## config.mk

```make
export PLATFORM = sky130hd
export DESIGN_NAME = rs_station_param_flat
export DESIGN_NICKNAME = d
export VERILOG_FILES = /design/src/rtl/tomasulo_pkg.sv /design/src/rtl/rs_station_param_if.sv /design/src/rtl/rs_entry.sv /design/src/rtl/rs_station_param.sv /design/src/flat_wrapper.sv
export SDC_FILE = /design/constraint.sdc
export NUM_CORES = 1
export LEC_CHECK = 0
export BUFFER_PORTS_ARGS = -buffer_cell sky130_fd_sc_hd__buf_2
export CAP_MARGIN = 30
export CORE_MARGIN = 2
export CORE_UTILIZATION = 40
export CTS_CLUSTER_SIZE = 16
export DETAILED_ROUTE_END_ITERATION = 6
export HOLD_SLACK_MARGIN = 0.1
export SLEW_MARGIN = 20
export SYNTH_ARGS = -nofsm -noshare
export SYNTH_HDL_FRONTEND = slang
export SYNTH_SLANG_ARGS = --single-unit
```

## constraint.sdc

```tcl
create_clock -name clock -period 7.2 [get_ports clock]
set_clock_uncertainty 0.1 [all_clocks]
set_input_delay 0.36 -clock clock [delete_from_list [all_inputs] [get_ports clock]]
set_output_delay 0.36 -clock clock [all_outputs]
set_load 0.01 [all_outputs]
```

## src/rtl/tomasulo_pkg.sv

```systemverilog
//==============================================================================
// Module : tomasulo_pkg
// Shared opcodes, tag constants and reservation-station entry state.
// Rev    : 1.0 initial release
//==============================================================================
`default_nettype none

package tomasulo_pkg;
    localparam logic [3:0] OP_ADD = 4'b0000;
    localparam logic [3:0] OP_SUB = 4'b0001;
    localparam logic [3:0] OP_MUL = 4'b0010;
    localparam logic [3:0] OP_DIV = 4'b0011;

    localparam int TAG_NONE = 0;

    typedef enum logic [1:0] {
        RS_FREE  = 2'd0,
        RS_WAIT  = 2'd1,
        RS_READY = 2'd2,
        RS_EXEC  = 2'd3
    } rs_state_t;
endpackage

`default_nettype wire

```

## src/rtl/rs_station_param_if.sv

```systemverilog
//==============================================================================
// Module : rs_station_param_if
// Issue, CDB, dispatch and status signals of one reservation station.
// Rev    : 1.0 initial release
//==============================================================================
`default_nettype none

interface rs_station_param_if #(
    parameter int DEPTH  = 3,
    parameter int DATA_W = 8,
    parameter int OP_W   = 4,
    parameter int TAG_W  = 4
);
    localparam int CNT_W = $clog2(DEPTH + 1);

    logic              issue_valid;
    logic              issue_ready;
    logic [OP_W-1:0]   issue_op;
    logic [DATA_W-1:0] issue_vj;
    logic [DATA_W-1:0] issue_vk;
    logic [TAG_W-1:0]  issue_qj;
    logic [TAG_W-1:0]  issue_qk;
    logic [TAG_W-1:0]  issue_tag;
    logic              cdb_valid;
    logic [TAG_W-1:0]  cdb_tag;
    logic [DATA_W-1:0] cdb_value;
    logic              disp_valid;
    logic              disp_ready;
    logic [OP_W-1:0]   disp_op;
    logic [DATA_W-1:0] disp_vj;
    logic [DATA_W-1:0] disp_vk;
    logic [TAG_W-1:0]  disp_tag;
    logic [CNT_W-1:0]  count;
    logic              full;

    modport master (
        output issue_valid, issue_op, issue_vj, issue_vk, issue_qj, issue_qk,
               cdb_valid, cdb_tag, cdb_value, disp_ready,
        input  issue_ready, issue_tag, disp_valid, disp_op, disp_vj, disp_vk,
               disp_tag, count, full
    );

    modport slave (
        input  issue_valid, issue_op, issue_vj, issue_vk, issue_qj, issue_qk,
               cdb_valid, cdb_tag, cdb_value, disp_ready,
        output issue_ready, issue_tag, disp_valid, disp_op, disp_vj, disp_vk,
               disp_tag, count, full
    );
endinterface

`default_nettype wire

```

## src/rtl/rs_entry.sv

```systemverilog
//==============================================================================
// Module : rs_entry
// One reservation-station slot: state, operand capture and CDB snoop.
// Rev    : 1.0 initial release
//==============================================================================
`default_nettype none

module rs_entry
    import tomasulo_pkg::*;
#(
    parameter int DATA_W = 8,
    parameter int OP_W   = 4,
    parameter int TAG_W  = 4,
    parameter int MY_TAG = 1
) (
    input  logic              clock,
    input  logic              reset_n,
    input  logic              alloc,
    input  logic [OP_W-1:0]   issue_op,
    input  logic [DATA_W-1:0] issue_vj,
    input  logic [DATA_W-1:0] issue_vk,
    input  logic [TAG_W-1:0]  issue_qj,
    input  logic [TAG_W-1:0]  issue_qk,
    input  logic              cdb_valid,
    input  logic [TAG_W-1:0]  cdb_tag,
    input  logic [DATA_W-1:0] cdb_value,
    input  logic              dispatch,
    output rs_state_t         state,
    output logic [OP_W-1:0]   op,
    output logic [DATA_W-1:0] vj,
    output logic [DATA_W-1:0] vk,
    output logic              freeing
);
    logic [TAG_W-1:0] qj, qk, next_qj, next_qk;
    logic             cdb_live, bypass_j, bypass_k, snoop_j, snoop_k;

    assign cdb_live = cdb_valid && (cdb_tag != TAG_W'(TAG_NONE));
    assign bypass_j = cdb_live && (issue_qj == cdb_tag);
    assign bypass_k = cdb_live && (issue_qk == cdb_tag);
    assign snoop_j  = cdb_live && (state == RS_WAIT) && (qj == cdb_tag);
    assign snoop_k  = cdb_live && (state == RS_WAIT) && (qk == cdb_tag);
    assign freeing  = (state == RS_EXEC) && cdb_valid && (cdb_tag == TAG_W'(MY_TAG));

    always_comb begin
        next_qj = snoop_j ? '0 : qj;
        next_qk = snoop_k ? '0 : qk;
    end

    always_ff @(posedge clock or negedge reset_n) begin
        if (!reset_n) begin
            state <= RS_FREE;
            op    <= '0;
            vj    <= '0;
            vk    <= '0;
            qj    <= '0;
            qk    <= '0;
        end else begin
            case (state)
                RS_FREE: if (alloc) begin
                    op <= issue_op;
                    vj <= bypass_j ? cdb_value : issue_vj;
                    vk <= bypass_k ? cdb_value : issue_vk;
                    qj <= bypass_j ? '0 : issue_qj;
                    qk <= bypass_k ? '0 : issue_qk;
                    state <= (((bypass_j ? '0 : issue_qj) | (bypass_k ? '0 : issue_qk)) == '0)
                             ? RS_READY : RS_WAIT;
                end
                RS_WAIT: begin
                    if (snoop_j) vj <= cdb_value;
                    if (snoop_k) vk <= cdb_value;
                    qj <= next_qj;
                    qk <= next_qk;
                    if ((next_qj | next_qk) == '0) state <= RS_READY;
                end
                RS_READY: if (dispatch) state <= RS_EXEC;
                RS_EXEC:  if (freeing)  state <= RS_FREE;
                default:  state <= RS_FREE;
            endcase
        end
    end
endmodule

`default_nettype wire

```

## src/rtl/rs_station_param.sv

```systemverilog
//==============================================================================
// Module : rs_station_param
// Reservation station top: allocation, dispatch selection, occupancy count.
// Optional RS_AGE_ORDER_EN: dispatch oldest READY entry instead of lowest index.
// Rev    : 1.0 initial release
//==============================================================================
`default_nettype none

module rs_station_param
    import tomasulo_pkg::*;
#(
    parameter int DEPTH    = 3,
    parameter int DATA_W   = 8,
    parameter int OP_W     = 4,
    parameter int TAG_W    = 4,
    parameter int TAG_BASE = 1
) (
    input  logic           clock,
    input  logic           reset_n,
    rs_station_param_if.slave bus
);
    localparam int CNT_W = $clog2(DEPTH + 1);
    localparam int IDX_W = (DEPTH > 1) ? $clog2(DEPTH) : 1;

    rs_state_t         st   [DEPTH];
    logic [OP_W-1:0]   e_op [DEPTH];
    logic [DATA_W-1:0] e_vj [DEPTH];
    logic [DATA_W-1:0] e_vk [DEPTH];
    logic [DEPTH-1:0]  alloc, dispatch, freeing;
    logic [CNT_W-1:0]  count_q;
    logic [IDX_W-1:0]  free_idx, sel_idx;
    logic              sel_found, issue_fire;

    generate
        for (genvar i = 0; i < DEPTH; i++) begin : g_entry
            rs_entry #(
                .DATA_W(DATA_W), .OP_W(OP_W), .TAG_W(TAG_W), .MY_TAG(TAG_BASE + i)
            ) u_entry (
                .clock(clock), .reset_n(reset_n), .alloc(alloc[i]),
                .issue_op(bus.issue_op), .issue_vj(bus.issue_vj), .issue_vk(bus.issue_vk),
                .issue_qj(bus.issue_qj), .issue_qk(bus.issue_qk),
                .cdb_valid(bus.cdb_valid), .cdb_tag(bus.cdb_tag), .cdb_value(bus.cdb_value),
                .dispatch(dispatch[i]), .state(st[i]), .op(e_op[i]),
                .vj(e_vj[i]), .vk(e_vk[i]), .freeing(freeing[i])
            );
            assign alloc[i]    = issue_fire && (free_idx == IDX_W'(i));
            assign dispatch[i] = sel_found && bus.disp_ready && (sel_idx == IDX_W'(i));
        end
    endgenerate

    // Descending scan so the lowest-index FREE entry wins.
    always_comb begin
        free_idx = '0;
        for (int i = DEPTH - 1; i >= 0; i--)
            if (st[i] == RS_FREE) free_idx = IDX_W'(i);
    end

`ifdef RS_AGE_ORDER_EN
    logic [IDX_W-1:0] rank [DEPTH];
    logic [IDX_W-1:0] free_rank, hold_idx;
    logic             free_hit, hold_valid;

    // A presented-but-stalled entry is held so an older wake-up cannot displace it.
    always_comb begin
        sel_found = 1'b0;
        sel_idx   = '0;
        if (hold_valid) begin
            sel_found = 1'b1;
            sel_idx   = hold_idx;
        end else begin
            for (int i = 0; i < DEPTH; i++)
                if (st[i] == RS_READY && (!sel_found || rank[i] < rank[sel_idx])) begin
                    sel_found = 1'b1;
                    sel_idx   = IDX_W'(i);
                end
        end
    end

    always_comb begin
        free_hit  = 1'b0;
        free_rank = '0;
        for (int i = 0; i < DEPTH; i++)
            if (freeing[i]) begin
                free_hit  = 1'b1;
                free_rank = rank[i];
            end
    end

    always_ff @(posedge clock or negedge reset_n) begin
        if (!reset_n) begin
            for (int i = 0; i < DEPTH; i++) rank[i] <= '0;
            hold_valid <= 1'b0;
            hold_idx   <= '0;
        end else begin
            for (int i = 0; i < DEPTH; i++) begin
                if (alloc[i])
                    rank[i] <= IDX_W'(count_q - CNT_W'(free_hit));
                else if (free_hit && st[i] != RS_FREE && rank[i] > free_rank)
                    rank[i] <= rank[i] - 1'b1;
            end
            hold_valid <= sel_found && !bus.disp_ready;
            hold_idx   <= sel_idx;
        end
    end
`else
    always_comb begin
        sel_found = 1'b0;
        sel_idx   = '0;
        for (int i = DEPTH - 1; i >= 0; i--)
            if (st[i] == RS_READY) begin
                sel_found = 1'b1;
                sel_idx   = IDX_W'(i);
            end
    end
`endif

    assign issue_fire      = bus.issue_valid && bus.issue_ready;
    assign bus.issue_ready = !bus.full;
    assign bus.issue_tag   = TAG_W'(TAG_BASE) + TAG_W'(free_idx);
    assign bus.disp_valid  = sel_found;
    assign bus.disp_op     = sel_found ? e_op[sel_idx] : '0;
    assign bus.disp_vj     = sel_found ? e_vj[sel_idx] : '0;
    assign bus.disp_vk     = sel_found ? e_vk[sel_idx] : '0;
    assign bus.disp_tag    = sel_found ? TAG_W'(TAG_BASE) + TAG_W'(sel_idx) : '0;
    assign bus.count       = count_q;
    assign bus.full        = (count_q == CNT_W'(DEPTH));

    always_ff @(posedge clock or negedge reset_n) begin
        if (!reset_n)
            count_q <= '0;
        else if (issue_fire && !(|freeing))
            count_q <= count_q + 1'b1;
        else if (!issue_fire && (|freeing))
            count_q <= count_q - 1'b1;
    end
endmodule

`default_nettype wire

```

## src/flat_wrapper.sv

```systemverilog
// flat-port wrapper written by rule: the top's interface ports become plain ports
module rs_station_param_flat import tomasulo_pkg::*;
#(
    parameter int DEPTH    = 3,
    parameter int DATA_W   = 8,
    parameter int OP_W     = 4,
    parameter int TAG_W    = 4,
    parameter int TAG_BASE = 1
)
  (clock, reset_n, bus_issue_valid, bus_issue_op, bus_issue_vj, bus_issue_vk, bus_issue_qj, bus_issue_qk, bus_cdb_valid, bus_cdb_tag, bus_cdb_value, bus_disp_ready, bus_issue_ready, bus_issue_tag, bus_disp_valid, bus_disp_op, bus_disp_vj, bus_disp_vk, bus_disp_tag, bus_count, bus_full);
  rs_station_param_if #(.DEPTH(DEPTH), .DATA_W(DATA_W), .OP_W(OP_W), .TAG_W(TAG_W)) bus_i ();
  input  logic clock;
  input  logic reset_n;
  input wire logic [$bits(bus_i.issue_valid)-1:0] bus_issue_valid;
  input wire logic [$bits(bus_i.issue_op)-1:0] bus_issue_op;
  input wire logic [$bits(bus_i.issue_vj)-1:0] bus_issue_vj;
  input wire logic [$bits(bus_i.issue_vk)-1:0] bus_issue_vk;
  input wire logic [$bits(bus_i.issue_qj)-1:0] bus_issue_qj;
  input wire logic [$bits(bus_i.issue_qk)-1:0] bus_issue_qk;
  input wire logic [$bits(bus_i.cdb_valid)-1:0] bus_cdb_valid;
  input wire logic [$bits(bus_i.cdb_tag)-1:0] bus_cdb_tag;
  input wire logic [$bits(bus_i.cdb_value)-1:0] bus_cdb_value;
  input wire logic [$bits(bus_i.disp_ready)-1:0] bus_disp_ready;
  output wire logic [$bits(bus_i.issue_ready)-1:0] bus_issue_ready;
  output wire logic [$bits(bus_i.issue_tag)-1:0] bus_issue_tag;
  output wire logic [$bits(bus_i.disp_valid)-1:0] bus_disp_valid;
  output wire logic [$bits(bus_i.disp_op)-1:0] bus_disp_op;
  output wire logic [$bits(bus_i.disp_vj)-1:0] bus_disp_vj;
  output wire logic [$bits(bus_i.disp_vk)-1:0] bus_disp_vk;
  output wire logic [$bits(bus_i.disp_tag)-1:0] bus_disp_tag;
  output wire logic [$bits(bus_i.count)-1:0] bus_count;
  output wire logic [$bits(bus_i.full)-1:0] bus_full;
  assign bus_i.issue_valid = bus_issue_valid;
  assign bus_i.issue_op = bus_issue_op;
  assign bus_i.issue_vj = bus_issue_vj;
  assign bus_i.issue_vk = bus_issue_vk;
  assign bus_i.issue_qj = bus_issue_qj;
  assign bus_i.issue_qk = bus_issue_qk;
  assign bus_i.cdb_valid = bus_cdb_valid;
  assign bus_i.cdb_tag = bus_cdb_tag;
  assign bus_i.cdb_value = bus_cdb_value;
  assign bus_i.disp_ready = bus_disp_ready;
  assign bus_issue_ready = bus_i.issue_ready;
  assign bus_issue_tag = bus_i.issue_tag;
  assign bus_disp_valid = bus_i.disp_valid;
  assign bus_disp_op = bus_i.disp_op;
  assign bus_disp_vj = bus_i.disp_vj;
  assign bus_disp_vk = bus_i.disp_vk;
  assign bus_disp_tag = bus_i.disp_tag;
  assign bus_count = bus_i.count;
  assign bus_full = bus_i.full;
  rs_station_param #(.DEPTH(DEPTH), .DATA_W(DATA_W), .OP_W(OP_W), .TAG_W(TAG_W), .TAG_BASE(TAG_BASE)) u_core (.clock(clock), .reset_n(reset_n), .bus(bus_i));
endmodule
```

==> impl_results.md, run 1 <==
- Required time of the critical path: around 6700 ps
- 1st-iter DRT viols: roughly 260
- Worst-Skew Late Latency: 350 ps
- Setup bufs post-CTS: 0
- Slew @ Worst Pin: 885 ps
- Antenna Nets Post-Route: 0
- Tcrit/Tclk final: about 42%
- Die width: 123 um
- Clock transition at path regs: 70 ps
- Hpwl dp: ~11 mm
- RSZ-0062 raised after global routing: false
- Arr. time, crit path: 2590 ps
- Floorplan row count: between 40 and 50
- Maxcap violations: 0
- Setup TNS Final: 0 ps
- Cell variety after synth: just over 50
- Die H: roughly 120 um
- Final core utilization: approximately 47%
- Slew Viols, Final: 0
- WL/cell: roughly 20 um
- Core ar.: between 0.01 and 0.015 mm^2
- Worst Setup End Kind: output pin
- PD cells: around 470 mW/mm^2
- Post-cts sizing count: 0
- Cells after synthesis: between 500 and 600
- Mapped Area: roughly 0.0057 mm^2
- Post-synth EDFFs: 0
- Clock H-tree levels: 3
- Worst slack at placement: 4190 ps
- Nets: 658
- CTS Sinks: around 90
- Final setup fails: 0
- Initial Util: between 40 and 50%
- Hold Fails Final Rpt: 0
- Critical path startpoint category: flip-flop
- Port bufs: 75
- CTS max path bufs: 2
- CP cell instances: inv_1 > ha_1 > nor2b_2 > a22oi_1 > o21ai_0 > buf_2
- Async SR Flop Fraction: 100%
- Clk root buf: clkbuf_16
- CP max stage cell: nor2b_2
- CTS tree: yes
- LEAKAGE: 2.88 nW
- Max Freq: roughly 330 MHz
- Relative slew slack: a little over 40%
- Grt ovf: 0
- Post-synthesis register bit count: 92
- Global Route Usage Sum: between 20% and 30%
- Num CTS Buffers: 9
- GPL Wtd Cong: 0.923
- Status: complete, no violations
- Via/cell ratio: approximately 5.6
- Top FF cell, synth: dfrtp_1
- Die ar.: 0.0152 mm^2
- Initial antenna violation count: 1
- Syn avg cell area: around 11 um^2
- Routed via count: ~4400
- Area delta synth->final: 13.7%
- WS Path Type: reg -> out
- Post-route worst setup slack: approximately 4100 ps
- Drt drc: 0
- Hold Crit Class: in -> reg
- Worst vdd ir: about 0.22 mV
- Highest fanout seen on the critical path: 13
- Largest net degree at the start of global routing: 57
- Slowest stage delay, CP: about 700 ps
- Minimum clock period: just over 3000 ps
- Synthesis Warnings: 0
- Post-synthesis sequential area ratio: between 40% and 50%
- Global-route wire length before repair: about 24 mm
- Antenna Cells: 0
- Vias in the first global route: between 4000 and 5000
- IO Pins: between 70 and 80
- Share of cells above drive strength 1: 35.6%
- DRT Pass-1 Iters: 5
- DRT Wirelength: about 15 mm
[registers in the layout, indices dropped and copies added, names as in the netlist]
register,flops
u_core.g_entry.u_entry.vk,24
u_core.g_entry.u_entry.op,12
u_core.bus.count,2
u_core.g_entry.u_entry.qj,12
u_core.g_entry.u_entry.state,6
u_core.g_entry.u_entry.vj,24
u_core.g_entry.u_entry.qk,12
[cells in the final DEF, fill, tap and decap left out, types with 3 or more instances in the layout]
cell type,Yosys,layout
mux2_2,96,96
dfrtp_1,92,92
buf_2,6,74
nand2_1,39,39
xor2_1,26,26
a21oi_1,24,24
ha_1,23,23
o21ai_0,22,22
inv_1,20,20
a22o_1,20,20
nor2_1,14,14
a22oi_1,13,13
mux2i_1,11,11
nand3_1,9,9
a21oi_2,9,9
xnor2_1,9,9
clkbuf_16,0,9
o22ai_1,6,6
buf_4,5,6
nor4_1,5,5
nand2b_1,4,4
nor3_1,4,4
and2_1,4,4
o41ai_1,4,4
o2bb2ai_1,4,4
a21o_1,3,3
nand4_1,3,3
a31oi_1,3,3
[cells in the mapped netlist, drive strengths merged, types with 2 or more instances]
cell	n	area (um^2)
nor2b	3	18.8
a22o	20	175
o21ai	24	124
nor2	14	52.6
or4	2	15.0
mux2	96	1080
nand2b	4	25.0
nand3	9	45.0
nor3	6	40.0
inv	20	75.1
nor4	9	98.8
a21boi	3	26.3
a22oi	13	97.6
o41ai	5	51.3
and2	4	25.0
a31oi	3	18.8
xor2	26	228
dfrtp	92	2300
buf	14	93.8
o22ai	6	37.5
nand4	3	18.8
clkbuf	16	60.1
a21oi	34	215
nand2	39	146
xnor2	9	78.8
ha	23	288
and3	2	12.5
nand4b	2	17.5
o2bb2ai	4	35.0
mux2i	11	110
a221o	2	20.0
a21o	3	22.5
[stage by stage]
stage | std cells | cell area [um^2] | power (W) | hold WS, ps
after floorplan | 528 | 5710 | 0.00210 | -35.6
after global placement | 758 | 6200 | 0.00252 | 260
after detailed placement | 758 | 6200 | 0.00258 | 265
after CTS | 773 | 6490 | 0.00305 | 163
after global routing | 773 | 6490 | 0.00325 | 158
final | 773 | 6490 | 0.00304 | 169
[logic make-up (layout without fill, tap and decap cells)]
kind of cell / Yosys count / count (layout) / synth area share (%)
adder cells (fa/ha/maj): 23 / 23 / 5.04
other: 1 / 2 / 0.0657
multiplexers: 107 / 107 / 20.9
flip-flops: 92 / 92 / 40.3
AND/OR/NAND/NOR: 98 / 98 / 9.14
AO/OA/AOI/OAI: 121 / 121 / 15.2
buffers and inverters: 50 / 115 / 4.01
XOR/XNOR: 35 / 35 / 5.37
[where the power goes]
group	switching [W]	internal [W]	leakage (nW)
clock	0.000200	0.000266	0.138
sequential	0.000180	0.000782	1.11
combinational	0.000857	0.000749	1.63
[metal layers]
metal / wire length, um / global-route usage, %
met1: 6850 / 27.3
met2: 7250 / 33.4
met3: 772 / 5.03
met4: 221 / 5.82
met5: 13 / 0
[repair_timing]
action / 4_1_cts / 5_1_grt
hold buffers: 1 / 0
endpoints found under the setup margin: 0 / 0
hold endpoints to repair: 36 / 0
[critical path: cells and delay by family (launching register included)]
kind,cells,cell delay (ps)
AND/OR/NAND/NOR,1,700
adder cells (fa/ha/maj),1,490
flip-flops,1,400
AO/OA/AOI/OAI,2,370
buffers and inverters,2,280
[worst paths after layout]
path                                                         start                         endpoint  slack [ps]  cells after the start
worst min register to register     u_core.g_entry[0].u_entry.op[3]  u_core.g_entry[0].u_entry.op[3]         410                      1
worst max-delay path            u_core.g_entry[2].u_entry.state[0]                   bus_disp_vk[7]        4150                      6
min in group asynchronous                                  reset_n  u_core.g_entry[0].u_entry.qk[0]         420                      2
max in group asynchronous                                  reset_n  u_core.g_entry[1].u_entry.vj[3]        5460                      3
worst min-delay path                               bus_issue_op[1]  u_core.g_entry[1].u_entry.op[1]         170                      2
worst max register to register  u_core.g_entry[0].u_entry.state[0]  u_core.g_entry[2].u_entry.vj[2]        4150                     11
[area by class of cell]
| class | count | area, um^2 |
|---|---|---|
| fill | 1308 | 7440 |
| clock inverter | 4 | 52.6 |
| clock buffer | 10 | 229 |
| tap | 180 | 225 |
| sequential | 92 | 2300 |
| timing repair buffer | 81 | 425 |
| inverter | 20 | 75.1 |
| multi-input combinational | 386 | 3190 |
(Power assumes the default switching activity.)
==> run 2: changes to the inputs <==
clock period = 2.5 ns   (was 7.2 ns; I/O delays follow)
==> impl_results.md, run 2 (synthesis gave the netlist of run 1 again) <==
- Status: complete, no violations
- Slowest stage delay, CP: roughly 380 ps
- CP max stage cell: mux2_2
- Die ar.: 0.0152 mm^2
- Via/cell ratio: 5.45
- Slew @ Worst Pin: ~640 ps
- Global Route Usage Sum: roughly 22%
- Final setup fails: 0
- Clk root buf: clkbuf_16
- PD cells: approximately 1300 mW/mm^2
- Total power: 0.00936 W
- WL/cell: roughly 18 um
- Nets: about 730
- LEAKAGE: between 3 and 4 nW
- Die width: between 100 and 150 um
- Grt ovf: 0
- Global-route wire length before repair: about 25 mm
- Final cell count without fillers: 846
- Share of cells above drive strength 1: between 30% and 40%
- Placed insts: slightly below 800
- Vias in the first global route: between 4000 and 5000
- Clock H-tree levels: 3
- Hpwl dp: 11.1 mm
- Setup TNS Final: 0 ps
- Minimum clock period: ~2500 ps
- Initial Util: between 40 and 50%
- Largest net degree at the start of global routing: 45
- Top cell by count, worst path: ha_1
- Drt drc: 0
- Relative slew slack: a little under three fifths
- Hold Crit Start: bus_cdb_value[6]
- Hold Crit Class: in -> reg
- Slew Viols, Final: 0
- Port bufs: 75
- Most common cell after layout, fill and taps aside: mux2_2
- Critical path startpoint category: flip-flop
- GPL Wtd Cong: about 0.88
- Arr. time, crit path: around 2600 ps
- Antenna Cells: 0
- RR Startpoint: u_core.g_entry[0].u_entry.state[0]
- Initial antenna violation count: 0
- Design Area, Final: a little over 0.007 mm^2
- CTS tree: yes
- Hold Fails Final Rpt: 0
- Floorplan row count: 43
- Largest registers: u_core.g_entry.u_entry.vj (24), u_core.g_entry.u_entry.vk (24)
- Worst hold slack: approximately 140 ps
- Maxcap violations: 0
- CP cell instances: inv_1 > ha_1 > nand2b_1 > inv_2 > ha_1 > nand2_1 > a221o_1 > a311oi_2 > mux2_2
- Worst Setup End Kind: flip-flop
- IO Pins: 78
- Tcrit/Tclk final: between 90% and 100%
- WS Path Type: reg -> reg
- CTS Sinks: 92
- Clock transition at path regs: 60 ps
- Placed inst area: roughly 0.0065 mm^2
- Most frequent cells in the layout: mux2_2, dfrtp_1, buf_2, nand2_1, dlygate4sd3_1
- Worst vdd ir: 0.689 mV
- DRT Pass-1 Iters: 4
- Antenna Nets Post-Route: 0
- 1st-iter DRT viols: roughly 240
- Critical path origin: u_core.g_entry[0].u_entry.state[0]
- Routed via count: around 4600
- RSZ-0062 raised after global routing: true
- Area delta synth->final: 26.6%
- DRT Wirelength: 15.7 mm
- Core ar.: 0.0139 mm^2
- CTS max path bufs: 2
- Highest fanout seen on the critical path: 4
- Max Freq: 404 MHz
- Worst-Skew Late Latency: roughly 350 ps
- Required time of the critical path: between 2000 and 3000 ps
- Die H: 123 um
- Num CTS Buffers: 9
run 2: layer usage:
| metal | wire length (um) | part of all wire, % | vias up | GRT usage, % |
|---|---|---|---|---|
| met3 | 602 | 3.8 | 23 | 4.11 |
| li1 | - | - | 2185 | - |
| met1 | 7080 | 45 | 2300 | 28.6 |
| met2 | 7630 | 49 | 105 | 35.6 |
| met4 | 342 | 2.2 | 0 | 6.53 |
| met5 | 0 | 0 | - | 0 |
run 2: per-stage QoR:
step | setup WS [ps] | util, %
finish | 27.5 | 51.9
global route | -101 | 51.9
CTS | 1.64 | 51.3
detailed placement | 12.6 | 46.5
global placement | 129 | 46.5
floorplan | 4.10 | -
run 2: final cells by class:
type,instances,area (um^2)
Multi-Input combinational cell,386,3220
Inverter,20,75.1
Timing Repair Buffer,152,1130
Sequential cell,92,2300
Clock buffer,11,233
Fill cell,1251,6710
Tap cell,180,225
Clock inverter,5,37.5
run 2: report_power, final:
group	internal [W]	total, W	switching, W
clock network	0.000678	0.00127	0.000590
logic	0.00272	0.00534	0.00262
registers	0.00225	0.00275	0.000499
run 2: critical path, delay by kind of cell, from the launching register on:
| family | cells | cell delay (ps) |
|---|---|---|
| mux | 1 | 380 |
| fa+ha+maj | 2 | 400 |
| buf+inv | 2 | 170 |
| simple gates | 2 | 280 |
| flops | 1 | 360 |
| compound gates | 2 | 680 |
run 2: repair_timing:
item                                    4_1_cts  5_1_grt
hold endpoints to repair                    126        0
pin swaps                                     1        3
buffers inserted                              2        4
hold buffers                                 37        0
endpoints found under the setup margin        3       24
gates resized for setup                       5        9
run 2: path summary, 6_finish.rpt:
| check | end | slack (ps) | cells past startpoint |
|---|---|---|---|
| setup / recovery | u_core.g_entry[1].u_entry.state[1] | 30 | 9 |
| hold / removal | u_core.g_entry[0].u_entry.vk[6] | 140 | 3 |
| setup reg to reg | u_core.g_entry[1].u_entry.state[1] | 30 | 9 |
| hold reg to reg | u_core.g_entry[0].u_entry.vj[2] | 410 | 1 |
| max in group asynchronous | u_core.g_entry[1].u_entry.op[2] | 1370 | 3 |
| min in group asynchronous | u_core.bus.count[1] | 240 | 2 |
